[config.mk]
export PLATFORM = sky130hd
export DESIGN_NAME = exc_sequencer
export DESIGN_NICKNAME = d
export VERILOG_FILES = /design/src/rtl/exc_sequencer_pkg.sv /design/src/rtl/exc_sequencer_prio.sv /design/src/rtl/exc_sequencer.sv
export SDC_FILE = /design/constraint.sdc
export NUM_CORES = 1
export LEC_CHECK = 0
export ABC_AREA = 1
export CAP_MARGIN = 30
export CELL_PAD_IN_SITES_DETAIL_PLACEMENT = 1
export CELL_PAD_IN_SITES_GLOBAL_PLACEMENT = 1
export CORE_ASPECT_RATIO = 1.5
export CORE_MARGIN = 10
export CORE_UTILIZATION = 30
export CTS_CLUSTER_SIZE = 14
export DETAILED_ROUTE_END_ITERATION = 6
export PLACE_DENSITY_LB_ADDON = 0.1
export SYNTH_ARGS = -nofsm -noshare
export SYNTH_HDL_FRONTEND = slang
export SYNTH_SLANG_ARGS = --single-unit
[constraint.sdc]
create_clock -name clk -period 2.4 [get_ports clk]
set_clock_uncertainty 0.1 [all_clocks]
set_input_delay 0.72 -clock clk [delete_from_list [all_inputs] [get_ports clk]]
set_output_delay 0.72 -clock clk [all_outputs]
set_load 0.01 [all_outputs]
[src/rtl/exc_sequencer_pkg.sv]
// exc_sequencer_pkg: ExcCode constants, handler address and sequencer state encodings.
package exc_sequencer_pkg;
  localparam logic [4:0] EXC_INT  = 5'd0;
  localparam logic [4:0] EXC_ADEL = 5'd4;
  localparam logic [4:0] EXC_ADES = 5'd5;
  localparam logic [4:0] EXC_RI   = 5'd10;
  localparam logic [4:0] EXC_OV   = 5'd12;
  localparam logic [31:0] HANDLER_PC_DEF = 32'h0000_4180;
  localparam logic [1:0] ST_IDLE  = 2'd0;
  localparam logic [1:0] ST_ENTER = 2'd1;
  localparam logic [1:0] ST_DRAIN = 2'd2;
  typedef enum logic [1:0] {ACT_NONE, ACT_EXC, ACT_ERET} act_t;
endpackage

[src/rtl/exc_sequencer_prio.sv]
// exc_prio_enc: picks interrupt > exception > ERET and forms the Cause code and EPC value.
module exc_prio_enc
  import exc_sequencer_pkg::*;
(
  input  logic        i_int_pend,
  input  logic        i_exl,
  input  logic        i_eret,
  input  logic        i_bd,
  input  logic [4:0]  i_exc_code,
  input  logic [31:0] i_pc,
  output act_t        o_act,
  output logic [4:0]  o_code,
  output logic [31:0] o_epc
);
  logic w_exc;
  logic w_eret;
  // EXL masks entry; ERET is only meaningful while EXL is set and nothing else is pending
  always_comb begin
    w_exc  = !i_exl && (i_int_pend || i_exc_code != EXC_INT);
    w_eret = i_exl && i_eret && !i_int_pend && i_exc_code == EXC_INT;
    o_act  = w_exc ? ACT_EXC : w_eret ? ACT_ERET : ACT_NONE;
    o_code = i_int_pend ? EXC_INT : i_exc_code;
    o_epc  = {i_pc[31:2], 2'b00} - (i_bd ? 32'd4 : 32'd0);
  end
endmodule

[src/rtl/exc_sequencer.sv]
// exc_sequencer: M-stage exception/interrupt entry and ERET sequencer driving CP0 strobes,
// pipeline flush and fetch redirect, with a drain window blocking re-entry.
module exc_sequencer
  import exc_sequencer_pkg::*;
#(
  parameter logic [31:0] HANDLER_PC   = HANDLER_PC_DEF,
  parameter int          DRAIN_CYCLES = 3
) (
  input  logic        clk,
  input  logic        reset_n,
  input  logic        valid_m,
  input  logic        hold_m,
  input  logic [31:0] pc_m,
  input  logic        bd_m,
  input  logic [4:0]  exc_code_m,
  input  logic        eret_m,
  input  logic        int_pend,
  input  logic        cp0_exl,
  input  logic [31:0] cp0_epc,
  output logic        cp0_exc_we,
  output logic [4:0]  cp0_exccode,
  output logic [31:0] cp0_pc,
  output logic        cp0_bd,
  output logic        cp0_exl_clr,
  output logic        flush,
  output logic        redirect,
  output logic [31:0] redirect_pc,
  output logic        busy
);
  localparam logic [7:0] CNT_LOAD = 8'(DRAIN_CYCLES - 1);
  logic [1:0]  r_state;
  logic [7:0]  r_cnt;
  logic        r_exc_we;
  logic        r_exl_clr;
  logic        r_flush;
  logic [4:0]  r_exccode;
  logic [31:0] r_pc;
  logic        r_bd;
  logic [31:0] r_redirect_pc;
  act_t        w_act;
  logic [4:0]  w_code;
  logic [31:0] w_epc;
  logic        w_go;
  logic        w_exc;
  exc_prio_enc u_enc (
    .i_int_pend (int_pend),
    .i_exl      (cp0_exl),
    .i_eret     (eret_m),
    .i_bd       (bd_m),
    .i_exc_code (exc_code_m),
    .i_pc       (pc_m),
    .o_act      (w_act),
    .o_code     (w_code),
    .o_epc      (w_epc)
  );
  always_comb begin
    w_go  = r_state == ST_IDLE && valid_m && !hold_m && w_act != ACT_NONE;
    w_exc = w_go && w_act == ACT_EXC;
  end
  always_ff @(posedge clk) begin
    if (!reset_n) begin
      r_state       <= ST_IDLE;
      r_cnt         <= '0;
      r_exc_we      <= 1'b0;
      r_exl_clr     <= 1'b0;
      r_flush       <= 1'b0;
      r_exccode     <= '0;
      r_pc          <= '0;
      r_bd          <= 1'b0;
      r_redirect_pc <= '0;
    end else begin
      r_exc_we  <= w_exc;
      r_exl_clr <= w_go && w_act == ACT_ERET;
      r_flush   <= w_go;
      if (w_exc) begin
        r_exccode <= w_code;
        r_pc      <= w_epc;
        r_bd      <= bd_m;
      end
      if (w_go) r_redirect_pc <= w_exc ? HANDLER_PC : cp0_epc;
      r_state <= w_go ? ST_ENTER :
                 r_state == ST_ENTER ? ST_DRAIN :
                 (r_state == ST_DRAIN && r_cnt == 8'd0) ? ST_IDLE : r_state;
      r_cnt   <= r_state == ST_ENTER ? CNT_LOAD :
                 (r_state == ST_DRAIN && r_cnt != 8'd0) ? r_cnt - 8'd1 : r_cnt;
    end
  end
  assign cp0_exc_we  = r_exc_we;
  assign cp0_exl_clr = r_exl_clr;
  assign flush       = r_flush;
  assign redirect    = r_flush;
  assign cp0_exccode = r_exccode;
  assign cp0_pc      = r_pc;
  assign cp0_bd      = r_bd;
  assign redirect_pc = r_redirect_pc;
  assign busy        = r_state != ST_IDLE;
endmodule

==> reports/results.tsv, run 1 <==
metric	value	unit
outcome	finished clean	
count leader, synth	nand2_1	
H-tree depth	3	
Synth top area share	0.394	
Tot GR Track Use	0.169	
Max Fclk	431	MHz
Worst Slack Setup Final	78.3	ps
Die W	116	µm
CTS root buf	clkbuf_16	
Synth area leaders	dfxtp_1, nand2_1, nand3_1, nor2_1, inv_1	
post-synthesis mux area share	0	
CP Max Fanout	5	
Residual DRC	0	
largest net degree at the start of global routing	43	
nets	883	
post-placement cell area	6040	µm²
critical path endpoint category	register	
power per cell area	547	nW/µm²
combinational share of power	0.143	
met2 GRT Util	0.333	
gr ovfl total	0	
Hold Fails Final Rpt	0	
initial core utilization	0.306	
Max-Cap Viols	0	
power share of the clock group	0.464	
kind of critical path	input port to register	
Post-synth ARST share	0	
die height	164	µm
diode count	0	
core area	13500	µm²
Switch Pwr	883	µW
M1 GR Usage	0.167	
grt met3 use	0.0349	
Synth Flop Type	dfxtp_1	
vias	4709	
Startpoint Class	input port	
Synth Area in Simple Gates	0.390	
part of the power in registers	0.393	
row count	52	
die footprint	18900	µm²
total wire length	16300	µm
Hold Path Class	register to register	
Final period util	0.967	
Gate Count Post-Synth	613	
share of cells above drive strength 1	0.128	
P&R area growth vs syn	57.7	%
gpl congestion	0.879	
Adder-Cell Fraction of Synth Area	0.0121	
fillers	1746	
initial antenna violation count	0	
syn avg cell area	6.72	µm²
Synth Area in Compound Gates	0.0701	
Period minus WS final	2320	ps
I/O pin total	152	
largest family of logic cells by synthesized area	simple AND/OR/NAND/NOR gates	
Synth top cells by count	nand2_1, dfxtp_1, nor2_1, nand3_1, inv_1	
Cell Area, Synth	4120	µm²
count of pins over their slew limit	0	
Worst Path Required	2540	ps
first-pass GRT wire length	25500	µm
Hold WS	366	ps
Post-synth EDFFs	0	
Synth Area in XOR/XNOR	0.0276	
Yosys top cell by area	dfxtp_1	
Clock Latency Late Sink	340	ps
PortBufs	147	
Clock Tree Buf Depth	2	
pre-CTS setup slack	-468	ps
net switching fraction of the power	0.248	
Worst Path Arrival	2460	ps
leakage	0.00295	µW
clk slew on worst S/H paths	70	ps
post-route ant nets	0	
CTS tree	yes	
wire per inst	16.8	µm
Vias per Instance	4.86	
clock sink count	81	
Pint	2670	µW
vias in the first global route	5126	
Setup Viol. Count Final	0	
worst IR drop on VDD	292	µV
Syn. warnings	0	
Top Usage Layer GRT	met2	
Final Instance Area	6500	µm²
synth unique cells	29	
TritonCTS buffer count	9	
sequential fraction of the synthesis area	0.394	
RSZ-0062 raised after global routing	true	
Pre-antenna DRT Iters	4	
Synth Register Bits	81	
detailed-placement wirelength estimate	12700	µm
Initial DRC Count	154	
-- layer usage --
metal	routed length, µm	share of wire
met5	0	0
met4	306	0.019
met3	800	0.049
met2	8970	0.55
met1	6180	0.38
-- flip-flops by register name, indices dropped and copies added (netlist names) --
| name | count |
|---|---|
| r_state | 2 |
| r_cnt | 8 |
| flush | 1 |
| cp0_exl_clr | 1 |
| cp0_exc_we | 1 |
| cp0_bd | 1 |
| redirect_pc | 32 |
| cp0_pc | 30 |
| cp0_exccode | 5 |
-- cells by family (layout without fill, tap and decap cells) --
group,Yosys count,after routing
and+or+nand+nor,359,359
buffers and inverters,99,292
DFF,81,81
AOI/OAI and AO/OA,56,56
xor gates and xnor gates,13,13
adders and majority gates,4,4
other,1,2
-- placed cells by master, fill, tap and decap left out, types with 2 or more instances in the layout --
master,instances
nor2_2,4
xor2_1,8
nor2_1,75
a21oi_1,21
inv_2,3
inv_1,65
ha_2,2
clkinvlp_4,2
o21bai_1,2
dfxtp_1,81
buf_4,57
nor2_4,5
clkbuf_16,10
nand3_1,70
xnor2_1,5
or2_2,2
nand2_1,153
o21ai_1,13
ha_1,2
nand4_1,39
conb_1,2
bufinv_16,3
clkdlybuf4s50_1,146
nand2_2,5
o21ai_0,19
-- power by group through the flow --
stage,Combinational [µW],Clock (µW),Sequential (µW)
floorplan,174,0,1440
global route,558,1740,1400
CTS,506,1690,1400
detailed placement,499,0,1430
global placement,486,0,1430
finish,510,1650,1400
-- worst max-delay path, stage by stage --
cell             delay, ps
clkdlybuf4s50_1        490
ha_2                   200
ha_2                   210
nand3_4                120
nor2_4                 230
nand2_1                140
xor2_1                 180
o21ai_1                120
inv_1                   40
-- worst paths after layout --
kind | from | to | slack, ps | cells past startpoint
worst max-delay path | bd_m | cp0_pc[16] | 80 | 9
worst min-delay path | redirect_pc[15] | redirect_pc[15] | 370 | 2
worst max register to register | r_state[0] | cp0_pc[27] | 480 | 11
worst min register to register | redirect_pc[15] | redirect_pc[15] | 370 | 2
-- metrics by stage --
step | setup TNS [ps] | utilization | cells | power [µW]
floorplan | 0 | - | 614 | 1620
global placement | -30620 | 0.447 | 946 | 1910
detailed placement | -23930 | 0.448 | 947 | 1930
CTS | 0 | 0.476 | 963 | 3600
global route | -66.1 | 0.483 | 969 | 3700
finish | 0 | 0.483 | 969 | 3560
-- layout make-up --
type                       instances  area [µm²]  share of cell area
multi-input combinational        434        2100               0.324
tap                              162         203              0.0312
clock inverter                     7         125              0.0193
inverter                          68         255              0.0393
timing repair buffer             208        1970               0.302
sequential                        81        1620               0.250
clock buffer                       9         225              0.0347
-- timing repair --
action	in CTS	in global routing
hold buffers	0	0
setup endpoints to repair	38	35
setup buffers	0	5
pin swaps	1	4
gates cloned	0	1
resized for setup	5	7
Power figures use the tool's default switching activity.
==> inputs of run 2 (changes only) <==
--- a/config.mk
+++ b/config.mk
@@ -10,7 +10,6 @@
 export CELL_PAD_IN_SITES_DETAIL_PLACEMENT = 1
 export CELL_PAD_IN_SITES_GLOBAL_PLACEMENT = 1
 export CORE_ASPECT_RATIO = 1.5
-export CORE_MARGIN = 10
 export CORE_UTILIZATION = 30
 export CTS_CLUSTER_SIZE = 14
 export DETAILED_ROUTE_END_ITERATION = 6
==> run 2 against run 1 <==
  * The run now ends with DRC left
  * Design area about the same
  * Die area decreased by 25%
  * First-iteration DRC count decreased by 25%
  * Non-clock buffer count increased by 5
  * Global-route usage increased by 4.4 points
  * Register-to-register slack improved by 220 ps
  * Flip-flop and latch count unchanged
  * Highest routed layer unchanged
==> reports/results.tsv, run 2 (same netlist as run 1, synthesis figures left out) <==
metric	value	unit	change
Max Fclk	441	MHz	+2.4%
buffers and inverters on the worst path	2		unchanged
Final period util	0.945		-0.0227
Clock Tree Buf Depth	2		unchanged
most frequent cells in the layout	nand2_1, clkdlybuf4s50_1, dfxtp_1		
core area	13500	µm²	unchanged
post-route ant nets	0		unchanged
detailed-placement wirelength estimate	11600	µm	-8.7%
CP Depth	9		unchanged
Setup Viol. Count Final	0		unchanged
CP peak stage delay	500	ps	about the same
initial antenna violation count	0		unchanged
share of cells above drive strength 1	0.131		+0.00291
violated checks	DRC		
Tot GR Track Use	0.213		+0.0440
vias	4713		+0.085%
outcome	finished with violations		
worst r2r path cells	8		-3
I/O pin total	152		unchanged
Top delay family on crit path	buffers and inverters		
nets	888		+0.57%
TritonCTS buffer count	9		unchanged
PortBufs	147		unchanged
Reg area	1620	µm²	unchanged
gr ovfl total	0		unchanged
commonest non-fill, non-tap cell in the layout	nand2_1		
Vias per Instance	4.84		-0.43%
leakage	0.00297	µW	+0.65%
CTS root buf	clkbuf_16		
count of pins over their slew limit	0		unchanged
vias in the first global route	4967		-3.1%
wire per inst	15.3	µm	-8.9%
kind of critical path	input port to register		
power per cell area	500	nW/µm²	-8.7%
post-placement cell area	6190	µm²	+2.6%
P&R area growth vs syn	57.7	%	about the same
Max-Cap Viols	0		unchanged
clk slew on worst S/H paths	60	ps	about the same
Period minus WS final	2270	ps	-54.4 ps
ordered list of cells on the worst path	clkdlybuf4s50_1 > ha_2 > ha_1 > nand3_2 > nor2_4 > nand2_1 > xor2_1 > o21ai_1 > inv_1		
max FFs per register	32		unchanged
Initial DRC Count	115		-25%
Slowest-stage cell, CP	clkdlybuf4s50_1		
CP Max Fanout	6		+1
Hold WS	360	ps	-5.53 ps
initial core utilization	0.306		unchanged
worst IR drop on VDD	394	µV	+35%
die height	146	µm	-11%
row count	52		unchanged
Worst Path Arrival	2400	ps	-60 ps
total wire length	14900	µm	-8.5%
fillers	1704		-2.4%
gpl congestion	0.880		about the same
Residual DRC	28		+28
diode count	0		unchanged
Final Instance Area	6500	µm²	about the same
first-pass GRT wire length	23800	µm	-6.5%
CTS tree	yes		
die footprint	14200	µm²	-25%
Die W	97.7	µm	-16%
Startpoint Class	input port		
RSZ-0062 raised after global routing	false		
WHS Path Cells	2		unchanged
Slew @ Worst Pin	517	ps	
H-tree depth	3		unchanged
critical path endpoint category	register		
multi-input combinational cell area	2090	µm²	-0.83%
clock sink count	81		unchanged
Worst Path Required	2540	ps	about the same
Clock Latency Late Sink	340	ps	about the same
Pre-antenna DRT Iters	6		+2
Hold Path Class	register to register		
Hold Fails Final Rpt	0		unchanged
largest net degree at the start of global routing	45		+4.7%
Max-Slew Margin vs Limit	0.656		
run 2: area by class of cell:
type	instances	share of cell area
multi-input cells	434	0.321
repair buffers	213	0.315
well taps	162	0.0312
clock inverters	5	0.00462
inverters	68	0.0393
flip-flops and latches	81	0.250
clock buffers	11	0.0389
run 2: worst paths after layout:
| path | start | endpoint | slack [ps] |
|---|---|---|---|
| worst max-delay path | bd_m | cp0_pc[16] | 130 |
| worst min-delay path | redirect_pc[15] | redirect_pc[15] | 360 |
| worst max register to register | r_state[1] | redirect_pc[13] | 700 |
| worst min register to register | redirect_pc[15] | redirect_pc[15] | 360 |
run 2: repair_timing:
item,CTS,global route
endpoints found under the hold margin,0,0
gates resized for setup,0,5
hold buffers,0,0
setup endpoints to repair,0,12
buffers inserted,0,1
run 2: power by group:
group / internal, µW / switching, µW
clock network: 753 / 584
registers: 1380 / 18.2
logic: 273 / 240
run 2: per-stage QoR:
| stage | utilization | cells | setup WS [ps] | TNS (ps) | total power [µW] |
|---|---|---|---|---|---|
| 2_1_floorplan | - | 614 | 268 | 0 | 1620 |
| 3_3_place_gp | 0.460 | 957 | -262 | -5900 | 1930 |
| 3_5_place_dp | 0.460 | 957 | -328 | -9010 | 1940 |
| 4_1_cts | 0.481 | 973 | 18.6 | 0 | 3300 |
| 5_1_grt | 0.482 | 974 | 11.0 | 0 | 3400 |
| 6_report | 0.482 | 974 | 133 | 0 | 3250 |
run 2: worst min-delay path: stages (launching register included):
cell	delay [ps]
dfxtp_1	310
nand3_1	70
nand2_1	40
run 2: per-layer routing:
layer / global-route usage / up-vias / routed length [µm]
met1: 0.213 / 2233 / 5540
li1: - / 2355 / -
met2: 0.438 / 110 / 8510
met3: 0.0370 / 15 / 632
met5: 0 / - / 0
met4: 0.0568 / 0 / 199
==> inputs of run 3 (changes only) <==
--- a/config.mk
+++ b/config.mk
@@ -8,9 +8,9 @@
 export ABC_AREA = 1
 export CAP_MARGIN = 30
 export CELL_PAD_IN_SITES_DETAIL_PLACEMENT = 1
-export CELL_PAD_IN_SITES_GLOBAL_PLACEMENT = 1
+export CELL_PAD_IN_SITES_GLOBAL_PLACEMENT = 2
 export CORE_ASPECT_RATIO = 1.5
-export CORE_UTILIZATION = 30
+export CORE_UTILIZATION = 23
 export CTS_CLUSTER_SIZE = 14
 export DETAILED_ROUTE_END_ITERATION = 6
 export PLACE_DENSITY_LB_ADDON = 0.1
==> run 3 against run 2 <==
  * The run still ends with DRC left
  * Core utilization decreased by 11 points
  * Largest cell class unchanged
  * Power increased by 4.4%
  * Register-to-register slack got worse by 20 ps
  * Design area increased by 0.62%
  * Count of clock-buffer cells in the layout increased by 1
  * Worst hold slack improved by 2.5 ps
  * Critical path type unchanged
==> reports/results.tsv, run 3 (same netlist as run 1, synthesis figures left out) <==
metric	value	unit	change
RR Endpoint	r_cnt[1]		
gpl congestion	0.819		-6.9%
power per cell area	519	nW/µm²	+3.8%
PortBufs	147		unchanged
critical path endpoint category	register		
Hold Path Class	register to register		
Clock Tree Buf Depth	2		unchanged
TritonCTS buffer count	9		unchanged
clk slew on worst S/H paths	60	ps	about the same
most frequent cells in the layout	nand2_1, clkdlybuf4s50_1, dfxtp_1		
post-route ant nets	0		unchanged
count of pins over their slew limit	0		unchanged
Pre-antenna DRT Iters	6		unchanged
Clock Latency Late Sink	340	ps	about the same
wire per inst	15.1	µm	-1.0%
Startpoint Class	input port		
P&R area growth vs syn	58.7	%	
CP Max Fanout	4		-2
row count	59		+13%
diode count	0		unchanged
Max-Cap Viols	0		unchanged
CTS tree	yes		
total wire length	15400	µm	+3.4%
leakage	0.00295	µW	-0.72%
fillers	2193		+29%
initial core utilization	0.236		-0.0694
core area	17400	µm²	+29%
Tot GR Track Use	0.172		-0.0412
WHS Path Cells	2		unchanged
reg-to-reg slack, setup	680	ps	-20 ps
RSZ-0062 raised after global routing	false		
Die W	111	µm	+14%
Worst Path Required	2590	ps	+50 ps
Vias per Instance	4.52		-6.6%
Hold Fails Final Rpt	0		unchanged
Final period util	0.960		+0.0157
Worst Slack Setup Final	95.0	ps	-37.7 ps
I/O pin total	152		unchanged
Initial DRC Count	190		+65%
outcome	finished with violations		
overall power	3390	µW	+4.4%
worst r2r path cells	8		unchanged
clock sink count	81		unchanged
kind of critical path	input port to register		
detailed-placement wirelength estimate	12000	µm	+3.7%
Max Fclk	434	MHz	-1.6%
gr ovfl total	0		unchanged
share of cells above drive strength 1	0.120		-0.0100
Hold Path Origin	redirect_pc[18]		
largest net degree at the start of global routing	58		+29%
H-tree depth	3		unchanged
die footprint	18500	µm²	+30%
Endpoint, Worst Hold	redirect_pc[18]		
worst IR drop on VDD	251	µV	-36%
pre-CTS setup slack	-315	ps	+12.4 ps
Residual DRC	26		-7.1%
TNS Setup	0	ps	unchanged
violated checks	DRC		
die height	166	µm	+14%
Worst Path Arrival	2490	ps	+90 ps
CTS root buf	clkbuf_16		
initial antenna violation count	0		unchanged
nets	881		-0.79%
max FFs per register	32		unchanged
worst r2r src	r_cnt[0]		
vias in the first global route	4972		+0.10%
vias	4601		-2.4%
first-pass GRT wire length	25000	µm	+5.0%
Period minus WS final	2300	ps	+37.7 ps
Setup Viol. Count Final	0		unchanged
commonest non-fill, non-tap cell in the layout	nand2_1		
==> run 3: what timing repair did <==
| item | in CTS | in global routing |
|---|---|---|
| setup endpoints to repair | 0 | 10 |
| resized for setup | 0 | 3 |
| hold buffers | 0 | 0 |
| setup buffers | 0 | 0 |
==> run 3: worst max path at each step <==
| stage | start | to | slack (ps) | cells past startpoint |
|---|---|---|---|---|
| detailed placement | bd_m | cp0_pc[28] | -320 | 10 |
| finish | bd_m | cp0_pc[13] | 100 | 11 |
| floorplan | pc_m[2] | cp0_pc[16] | 270 | 9 |
| CTS | bd_m | cp0_pc[28] | 50 | 10 |
| global placement | bd_m | cp0_pc[28] | -280 | 10 |
| global route | bd_m | cp0_pc[28] | 3 | 10 |
==> run 3: cell type report <==
| cell class | count | area (µm²) | share of cell area |
|---|---|---|---|
| Clock buffer | 12 | 267 | 0.0408 |
| Clock inverter | 4 | 50.0 | 0.00766 |
| Inverter | 68 | 255 | 0.0390 |
| Multi-Input combinational cell | 434 | 2080 | 0.318 |
| Sequential cell | 81 | 1620 | 0.248 |
| Tap cell | 213 | 267 | 0.0408 |
| Timing Repair Buffer | 206 | 2000 | 0.305 |
==> run 3: metrics by stage <==
stage,util,area [µm²],hold slack (ps),cells
2_1_floorplan,-,4120,345,614
3_3_place_gp,0.357,6210,350,1002
3_5_place_dp,0.357,6210,359,1002
4_1_cts,0.375,6530,368,1018
5_1_grt,0.375,6540,389,1018
6_report,0.375,6540,363,1018
==> run 3: report_power, final <==
group	internal, µW	switching [µW]
clock network	891	594
logic	270	239
registers	1380	18.3
==> run 3: critical path, cell delays in order <==
cell             delay (ps)
clkdlybuf4s50_1         490
ha_2                    190
buf_4                   110
nand2_1                 120
buf_4                   170
inv_1                    60
nand2_1                  80
or2_2                   280
nand3_1                 140
nand2_1                  70
inv_1                    50
==> run 3: per-layer routing <==
layer  track usage  share of wire  up-vias
met3        0.0328          0.039       13
met4        0.0640          0.021        0
met2         0.345           0.57      108
li1              -              -     2341
met1         0.171           0.37     2139
met5             0              0        -
